<file path="src/rtl/fxp_div_q44.sv">
// Signed Q4.4 divider: dout = x1 / x2, rounded half away from zero and
// saturated to the Q4.4 range. A restoring divider produces one quotient
// bit per cycle, so every operation (including divide-by-zero) takes a fixed
// 13 cycles from the accepting edge to the done edge.
//
// Ports:
//   clk    rising-edge clock
//   rst_n  asynchronous active-low reset
//   start  request, sampled only while idle
//   x1     dividend, signed Q4.4
//   x2     divisor, signed Q4.4
//   busy   high while an operation is in flight
//   done   one-cycle pulse when dout/dz are updated
//   dout   quotient, signed Q4.4, rounded and saturated
//   dz     divide-by-zero flag for the last completed operation
module fxp_div_q44 (
  input  logic       clk,
  input  logic       rst_n,
  input  logic       start,
  input  logic [7:0] x1,
  input  logic [7:0] x2,
  output logic       busy,
  output logic       done,
  output logic [7:0] dout,
  output logic       dz
);

  typedef enum logic [1:0] {
    IDLE,
    CALC,
    FIN
  } state_t;

  state_t      state;
  logic [11:0] q;       // dividend shifts out the top, quotient bits shift in
  logic [7:0]  r;       // partial remainder, always < divisor magnitude
  logic [8:0]  d;       // divisor magnitude (0x80 -> 128 needs 9 bits)
  logic [3:0]  cnt;
  logic        neg;
  logic        zdiv;
  logic        x1neg;
  logic        x1zero;

  logic [8:0]  a1;
  logic [8:0]  a2;
  logic [8:0]  rsh;
  logic        ge;
  logic [7:0]  rnext;
  logic [12:0] mag;
  logic [7:0]  res;

  // Magnitudes in 9 bits so that -128 becomes +128 without overflow.
  always_comb begin
    a1 = x1[7] ? (9'd256 - {1'b0, x1}) : {1'b0, x1};
    a2 = x2[7] ? (9'd256 - {1'b0, x2}) : {1'b0, x2};
  end

  // One restoring step.
  always_comb begin
    rsh   = {r, q[11]};
    ge    = (rsh >= d);
    rnext = ge ? 8'(rsh - d) : rsh[7:0];
  end

  // Round on magnitude, then apply sign with saturation. The divide-by-zero
  // case ignores the (meaningless) quotient register entirely.
  always_comb begin
    mag = {1'b0, q} + 13'(({r, 1'b0} >= d));
    res = '0;
    if (zdiv) begin
      if (x1zero)     res = 8'h00;
      else if (x1neg) res = 8'h80;
      else            res = 8'h7F;
    end else if (mag == '0) begin
      res = 8'h00;
    end else if (!neg) begin
      res = (mag > 13'd127) ? 8'h7F : mag[7:0];
    end else begin
      res = (mag > 13'd128) ? 8'h80 : 8'(8'd0 - mag[7:0]);
    end
  end

  always_ff @(posedge clk or negedge rst_n) begin
    if (!rst_n) begin
      state  <= IDLE;
      busy   <= 1'b0;
      done   <= 1'b0;
      dout   <= '0;
      dz     <= 1'b0;
      q      <= '0;
      r      <= '0;
      d      <= '0;
      cnt    <= '0;
      neg    <= 1'b0;
      zdiv   <= 1'b0;
      x1neg  <= 1'b0;
      x1zero <= 1'b0;
    end else begin
      done <= 1'b0;
      unique case (state)
        IDLE: begin
          if (start) begin
            q      <= {a1[7:0], 4'b0000};
            // a1 == 128 does not fit in 8 bits; its <<4 is 0x800
            if (a1[8]) q <= 12'h800;
            r      <= '0;
            d      <= a2;
            cnt    <= '0;
            neg    <= x1[7] ^ x2[7];
            zdiv   <= (x2 == 8'h00);
            x1neg  <= x1[7];
            x1zero <= (x1 == 8'h00);
            busy   <= 1'b1;
            state  <= CALC;
          end
        end
        CALC: begin
          q   <= {q[10:0], ge};
          r   <= rnext;
          cnt <= cnt + 4'd1;
          if (cnt == 4'd11) state <= FIN;
        end
        FIN: begin
          dout  <= res;
          dz    <= zdiv;
          done  <= 1'b1;
          busy  <= 1'b0;
          state <= IDLE;
        end
        default: state <= IDLE;
      endcase
    end
  end

endmodule
</file>
<file path="config.mk">
export PLATFORM = sky130hd
export DESIGN_NAME = fxp_div_q44
export DESIGN_NICKNAME = d
export VERILOG_FILES = /design/src/rtl/fxp_div_q44.sv
export SDC_FILE = /design/constraint.sdc
export NUM_CORES = 1
export LEC_CHECK = 0
export CAP_MARGIN = 20
export CORE_MARGIN = 3
export CORE_UTILIZATION = 61
export CTS_CLUSTER_DIAMETER = 150
export DETAILED_ROUTE_END_ITERATION = 7
export DONT_BUFFER_PORTS = 1
export HOLD_SLACK_MARGIN = 0.15
export PLACE_DENSITY = 0.77
export SYNTH_ARGS = -nofsm -noshare
export SYNTH_HDL_FRONTEND = slang
export SYNTH_SLANG_ARGS = --single-unit
</file>
<file path="constraint.sdc">
create_clock -name clk -period 5.15 [get_ports clk]
set_clock_uncertainty 0.1 [all_clocks]
set_input_delay 1.03 -clock clk [delete_from_list [all_inputs] [get_ports clk]]
set_output_delay 1.03 -clock clk [all_outputs]
set_load 0.02 [all_outputs]
</file>
==> results.toml, run 1 <==
[status]
status = "finished clean"

[timing]
fin_crit_ns = 3.98
worst_pin_slew_ns = 0.935
fmaxAchievable_mhz = 251
final.period_utilization_pct = 77.3
maxSlewViolCount = 0
setup_tns_ns = 0
finalHoldViolCount = 0
slew_headroom_pct = 37.7
finalSetupViolations = 0
rsz0062_at_grt = "false"
holdWs_ns = 0.301
setup_slack_ns = 1.17

[place]
placed_area_um2 = 3310
io_buffers = 0
globalplace.congestion = 0.822
dp.cells = 420
dp_hpwl_um = 4810
pre_cts_slack_ns = 1.22

[clocking]
clock-sinks = 50
postCtsSetupRepairBufs = 0
clkLatencyLatePin_ns = 0.31
cts_resized = 0
clock_path_buffers = 2
cts-root-buf = "clkbuf_8"
holdBufCountCts = 0
cts_tree = "done"
ctsHtreeMaxLevel = 2
cts_buffers = 5
clk_pin_slew_ns = 0.10

[worst_setup_path]
timing.reg2reg.setup_slack_ns = 1.17
endpoint_kind = "flop"
critPathLaunchType = "flop"
critPathKind = "reg -> reg"
worstPathRequired_ns = 5.30
reg2regPathDepth = 15
r2r_end = "dout[3]"
crit_path_max_fanout = 7
critPathArrivalTime_ns = 4.13
rr_startpoint = "r[1]"

[final_layout]
final_nets = 393
nFillCells = 432
final_util_pct = 65.7
n_antenna_cell = 0
syn_to_final_growth_pct = 3.43
stdcell_count = 428
drive_gt1_share_pct = 6.70
design_area_um2 = 3400

[floorplanning]
core-area_um2 = 5170
rows = 26
chipHeight_um = 79.4
start_util_pct = 63.5
io_pins = 30
dieArea_um2 = 6300
die_x_um = 79.4

[power_and_ir_drop]
power_density_nw_per_um2 = 682
power_switching_mw = 1.06
p_int_mw = 1.26
power.share.clock_pct = 10.4
p_sw_share_pct = 45.8
combPwrFrac_pct = 55.1
vdd_drop_max_mv = 0.271
p_seq_share_pct = 34.4
power_mw = 2.32
p_leak_nw = 1.52

[synth]
synth.most_common_cell = "dfrtp_1"
synth_top_area_share_pct = 38.1
synth_fa_ha_area_share_pct = 6.70
synth_ff_type = "dfrtp_1"
yosysWarnings = 0
avgSynthCellArea_um2 = 9.00
synth_top_family_by_area = "simple AND/OR/NAND/NOR gates"
synth_xor_area_share_pct = 5.87
yosysSeqAreaShare_pct = 38.1
synth_cell_type_count = 57
synthSimpleGateAreaFrac_pct = 20.2
synth_area_leaders = "dfrtp_1, ha_1, nand2_1"
synth_commonest_cells = "dfrtp_1, nand2_1, inv_1, o21ai_0, nand3_1"
synth_edf_count = 0
synth_compound_area_share_pct = 19.4
syn_inst = 365
syn_nets = 401
netlist.top_cell.by_area = "dfrtp_1"
synth_mux_area_share_pct = 4.46
ys_ff_latch = 50
synth_area_um2 = 3280
async_flop_share_pct = 100

[global_route]
grt_pass1_wl_um = 11500
track_usage_pct = 23.1
grt_max_degree = 51
grt_overflow = 0
antenna_found_initial = 0
grt_pass1_vias = 2511

[drt]
drc = 0
detail-route-antenna-nets = 0
routedWlPerCell_um = 15.6
first_pass_iters = 4
wl_um = 6680
dr.first_iter.drc_count = 189
avgViaCountPerCell = 6.00
vias = 2566

[hold_path]
worstHoldPathType = "in -> async"

[job]
maxCapViolCount = 0
## power groups by stage
stage / Sequential, mW / Clock [mW] / Combinational [mW]
finish: 0.798 / 0.242 / 1.28
CTS: 0.796 / 0.247 / 1.28
global placement: 0.798 / 0 / 1.23
global route: 0.828 / 0.262 / 1.46
floorplan: 0.715 / 0 / 1.12
detailed placement: 0.805 / 0 / 1.27
## flip-flops by register name, summed over array words and instances, names as in the netlist
register  flops
q            12
d             9
dout          8
r             8
cnt           4
state         2
busy          1
done          1
dz            1
neg           1
x1neg         1
x1zero        1
zdiv          1
## cells in the final DEF (no fill, tap or decap), types with 4 or more instances in the layout
master / n
nor3_1: 5
dfrtp_1: 50
a21oi_1: 21
nor2b_1: 6
nand3b_1: 6
a22oi_1: 7
nor2_1: 21
nand2_1: 36
inv_1: 23
nand4_1: 4
ha_1: 16
a21o_1: 5
nand2b_1: 7
o21ai_1: 10
mux2i_1: 9
xnor2_1: 12
clkbuf_8: 5
o21ai_0: 23
xor2_1: 10
nand3_1: 22
mux2_2: 5
## how the worst max path moves through the flow
stage / start / end / slack (ns) / cells past startpoint
floorplan: r[1] / dout[2] / 1.55 / 15
global placement: r[1] / dout[3] / 1.31 / 15
detailed placement: r[1] / dout[3] / 1.22 / 15
CTS: r[1] / dout[3] / 1.20 / 15
global route: r[1] / dout[3] / 0.89 / 15
finish: r[1] / dout[3] / 1.17 / 15
## critical path, cell delays in order, from the launching register on
cell and delay [ns]:
dfrtp_1 0.40, ha_1 0.36, a21o_1 0.17, a21o_1 0.18
a21oi_1 0.14, o21ai_1 0.10, o21bai_1 0.17, ha_1 0.21
ha_1 0.27, and4_4 0.24, a21o_1 0.18, a2111oi_4 0.56
nor2b_2 0.11, a2111oi_4 0.42, o211ai_1 0.15, a21oi_1 0.16
## cell families after synthesis
family / Yosys count
AOI/OAI and AO/OA: 94
xor gates and xnor gates: 22
adders and majority gates: 17
buffers and inverters: 41
DFF: 50
muxes: 14
and+or+nand+nor: 127
## layer usage
metal / share of wire, % / wire length [um] / vias up / track usage, %
met5: 0 / 0 / - / 0
met4: 1.4 / 92 / 0 / 6.87
met3: 3.7 / 248 / 9 / 4.06
met2: 46 / 3050 / 50 / 36.6
met1: 49 / 3280 / 1232 / 32.3
li1: - / - / 1275 / -
## area by class of cell
cell class / count / area [um2] / area share (%)
tap: 70 / 87.6 / 2.58
clock inverter: 2 / 17.5 / 0.516
inverter: 23 / 86.3 / 2.54
clock buffer: 6 / 72.6 / 2.14
multi-input combinational: 274 / 1860 / 54.7
timing repair buffer: 3 / 22.5 / 0.663
sequential: 50 / 1250 / 36.8
(Power assumes the default switching activity.)
==> inputs of run 2 (changes only) <==
==> constraint.sdc (replaced) <==
create_clock -name clk -period 3.8 [get_ports clk]
set_clock_uncertainty 0.1 [all_clocks]
set_input_delay 0.76 -clock clk [delete_from_list [all_inputs] [get_ports clk]]
set_output_delay 0.76 -clock clk [all_outputs]
set_load 0.02 [all_outputs]
==> run 2 against run 1 <==
Net effect:
- final cell count increased by 3.3%
- combinational power increased by 55%
- critical path depth increased by 2
- largest power group unchanged
==> results.toml, run 2 (synthesized netlist as in run 1, its figures left out) <==
[timing]
fmaxAchievable_mhz = 273
holdWs_ns = 0.192
maxSlewViolCount = 0
finalSetupViolations = 0
final.period_utilization_pct = 96.4
slew_headroom_pct = 37.0
fin_crit_ns = 3.66
worst_pin_slew_ns = 0.941
setup_tns_ns = 0
finalHoldViolCount = 0

[worst_setup_path]
crit_family = "compound AO/OA/AOI/OAI gates"
cpPeakStageDelay_ns = 0.40
critPathLaunchType = "flop"
path_common_cell = "a21o_1"
critPathArrivalTime_ns = 3.80
critPathKind = "reg -> reg"
endpoint_kind = "flop"
crit_path_max_fanout = 6
path_cells = "inv_2 > ha_4 > a21o_1 > a21o_1 > a21oi_2 > o21ai_1 > o21bai_1 > ha_2 > ha_4 > and4_4 > a21o_1 > a2111oi_4 > buf_4 > nor2b_2 > a2111oi_4 > o211ai_1 > a21oi_1"
critical_path_buf_inv_count = 2
crit_path_top_delay_cell = "dfrtp_1"
worstPathRequired_ns = 3.93

[clocking]
cts_tree = "done"
clock-sinks = 50
clk_pin_slew_ns = 0.10
clkLatencyLatePin_ns = 0.30
cts_buffers = 5
ctsHtreeMaxLevel = 2
cts-root-buf = "clkbuf_8"
clock_path_buffers = 2

[final_layout]
largest_reg_flops = 12
final_nets = 407
most-common-layout-cells = "dfrtp_1, nand2_1, o21ai_0"
drive_gt1_share_pct = 13.4
final_common_cell = "dfrtp_1"
largest-register = "q"
n_antenna_cell = 0
top_regs = "q (12), d (9)"
syn_to_final_growth_pct = 9.71

[place]
globalplace.congestion = 0.902
io_buffers = 0
dp_hpwl_um = 5000

[global_route]
antenna_found_initial = 0
track_usage_pct = 23.9
grt_overflow = 0
grt_max_degree = 51
grt_pass1_wl_um = 12000
grt_pass1_vias = 2657

[drt]
detail-route-antenna-nets = 0
routedWlPerCell_um = 16.0
dr.first_iter.drc_count = 249
vias = 2685
drc = 0
first_pass_iters = 4
avgViaCountPerCell = 6.07
wl_um = 7070

[floorplanning]
die_x_um = 79.4
chipHeight_um = 79.4
dieArea_um2 = 6300
start_util_pct = 63.5
rows = 26
io_pins = 30
core-area_um2 = 5170

[power_and_ir_drop]
vdd_drop_max_mv = 0.372
p_leak_nw = 1.59
power_mw = 3.41
power_density_nw_per_um2 = 947

[hold_path]
worstHoldPathType = "in -> async"

[job]
maxCapViolCount = 0

[status]
status = "finished clean"
-- run 2: changes by cell type in the layout (fill, tap and decap cells not counted), moves of 2 or more --
| cell | previous run | this run |
|---|---|---|
| buf_4 | 3 | 16 |
| ha_1 | 16 | 11 |
| ha_4 | 0 | 4 |
| a21oi_1 | 21 | 19 |
| a21oi_2 | 0 | 2 |
| inv_1 | 23 | 21 |
| inv_2 | 0 | 2 |
-- run 2: final cells by class --
cell class                 count  area, um2
multi-input combinational    274       1940
fill                         395       1570
sequential                    50       1250
timing repair buffer          17        148
tap                           70       87.6
inverter                      23       86.3
clock buffer                   6       72.6
clock inverter                 2       17.5
-- run 2: timing repair --
action / in CTS / in global routing
resized for setup: 1 / 13
gates cloned: 0 / 0
hold endpoints to repair: 50 / 0
hold buffers: 1 / 0
pin swaps: 4 / 8
setup buffers: 2 / 5
endpoints found under the setup margin: 5 / 7
-- run 2: per-stage QoR --
step                cells  setup slack (ns)  util (%)  cell area, um2
floorplan             365             0.196         -            3280
global placement      426             0.111      64.8            3350
detailed placement    426         -0.000566      64.8            3350
CTS                   437           0.00319      67.6            3500
global route          442           -0.0206      69.7            3600
finish                442             0.138      69.7            3600
-- run 2: per-layer routing --
layer | routed length (um) | vias to the layer above | track usage [%]
li1 | - | 1308 | -
met1 | 3350 | 1303 | 32.8
met2 | 3270 | 62 | 37.6
met3 | 295 | 12 | 3.84
met4 | 147 | 0 | 9.79
met5 | 0 | - | 0
-- run 2: report_power, final --
group	internal, mW	switching, mW
sequential	0.765	0.334
clock	0.134	0.187
combinational	0.967	1.03
total	1.87	1.55
-- run 2: worst paths after layout --
path	to	cells after the start	slack, ns	from
worst max-delay path	dout[3]	17	0.14	d[2]
max in group asynchronous	r[3]	1	3.18	rst_n
worst min-delay path	r[4]	1	0.19	rst_n
min in group clk	cnt[3]	1	0.39	cnt[3]
worst max register to register	dout[3]	17	0.14	d[2]
worst min register to register	cnt[3]	1	0.39	cnt[3]
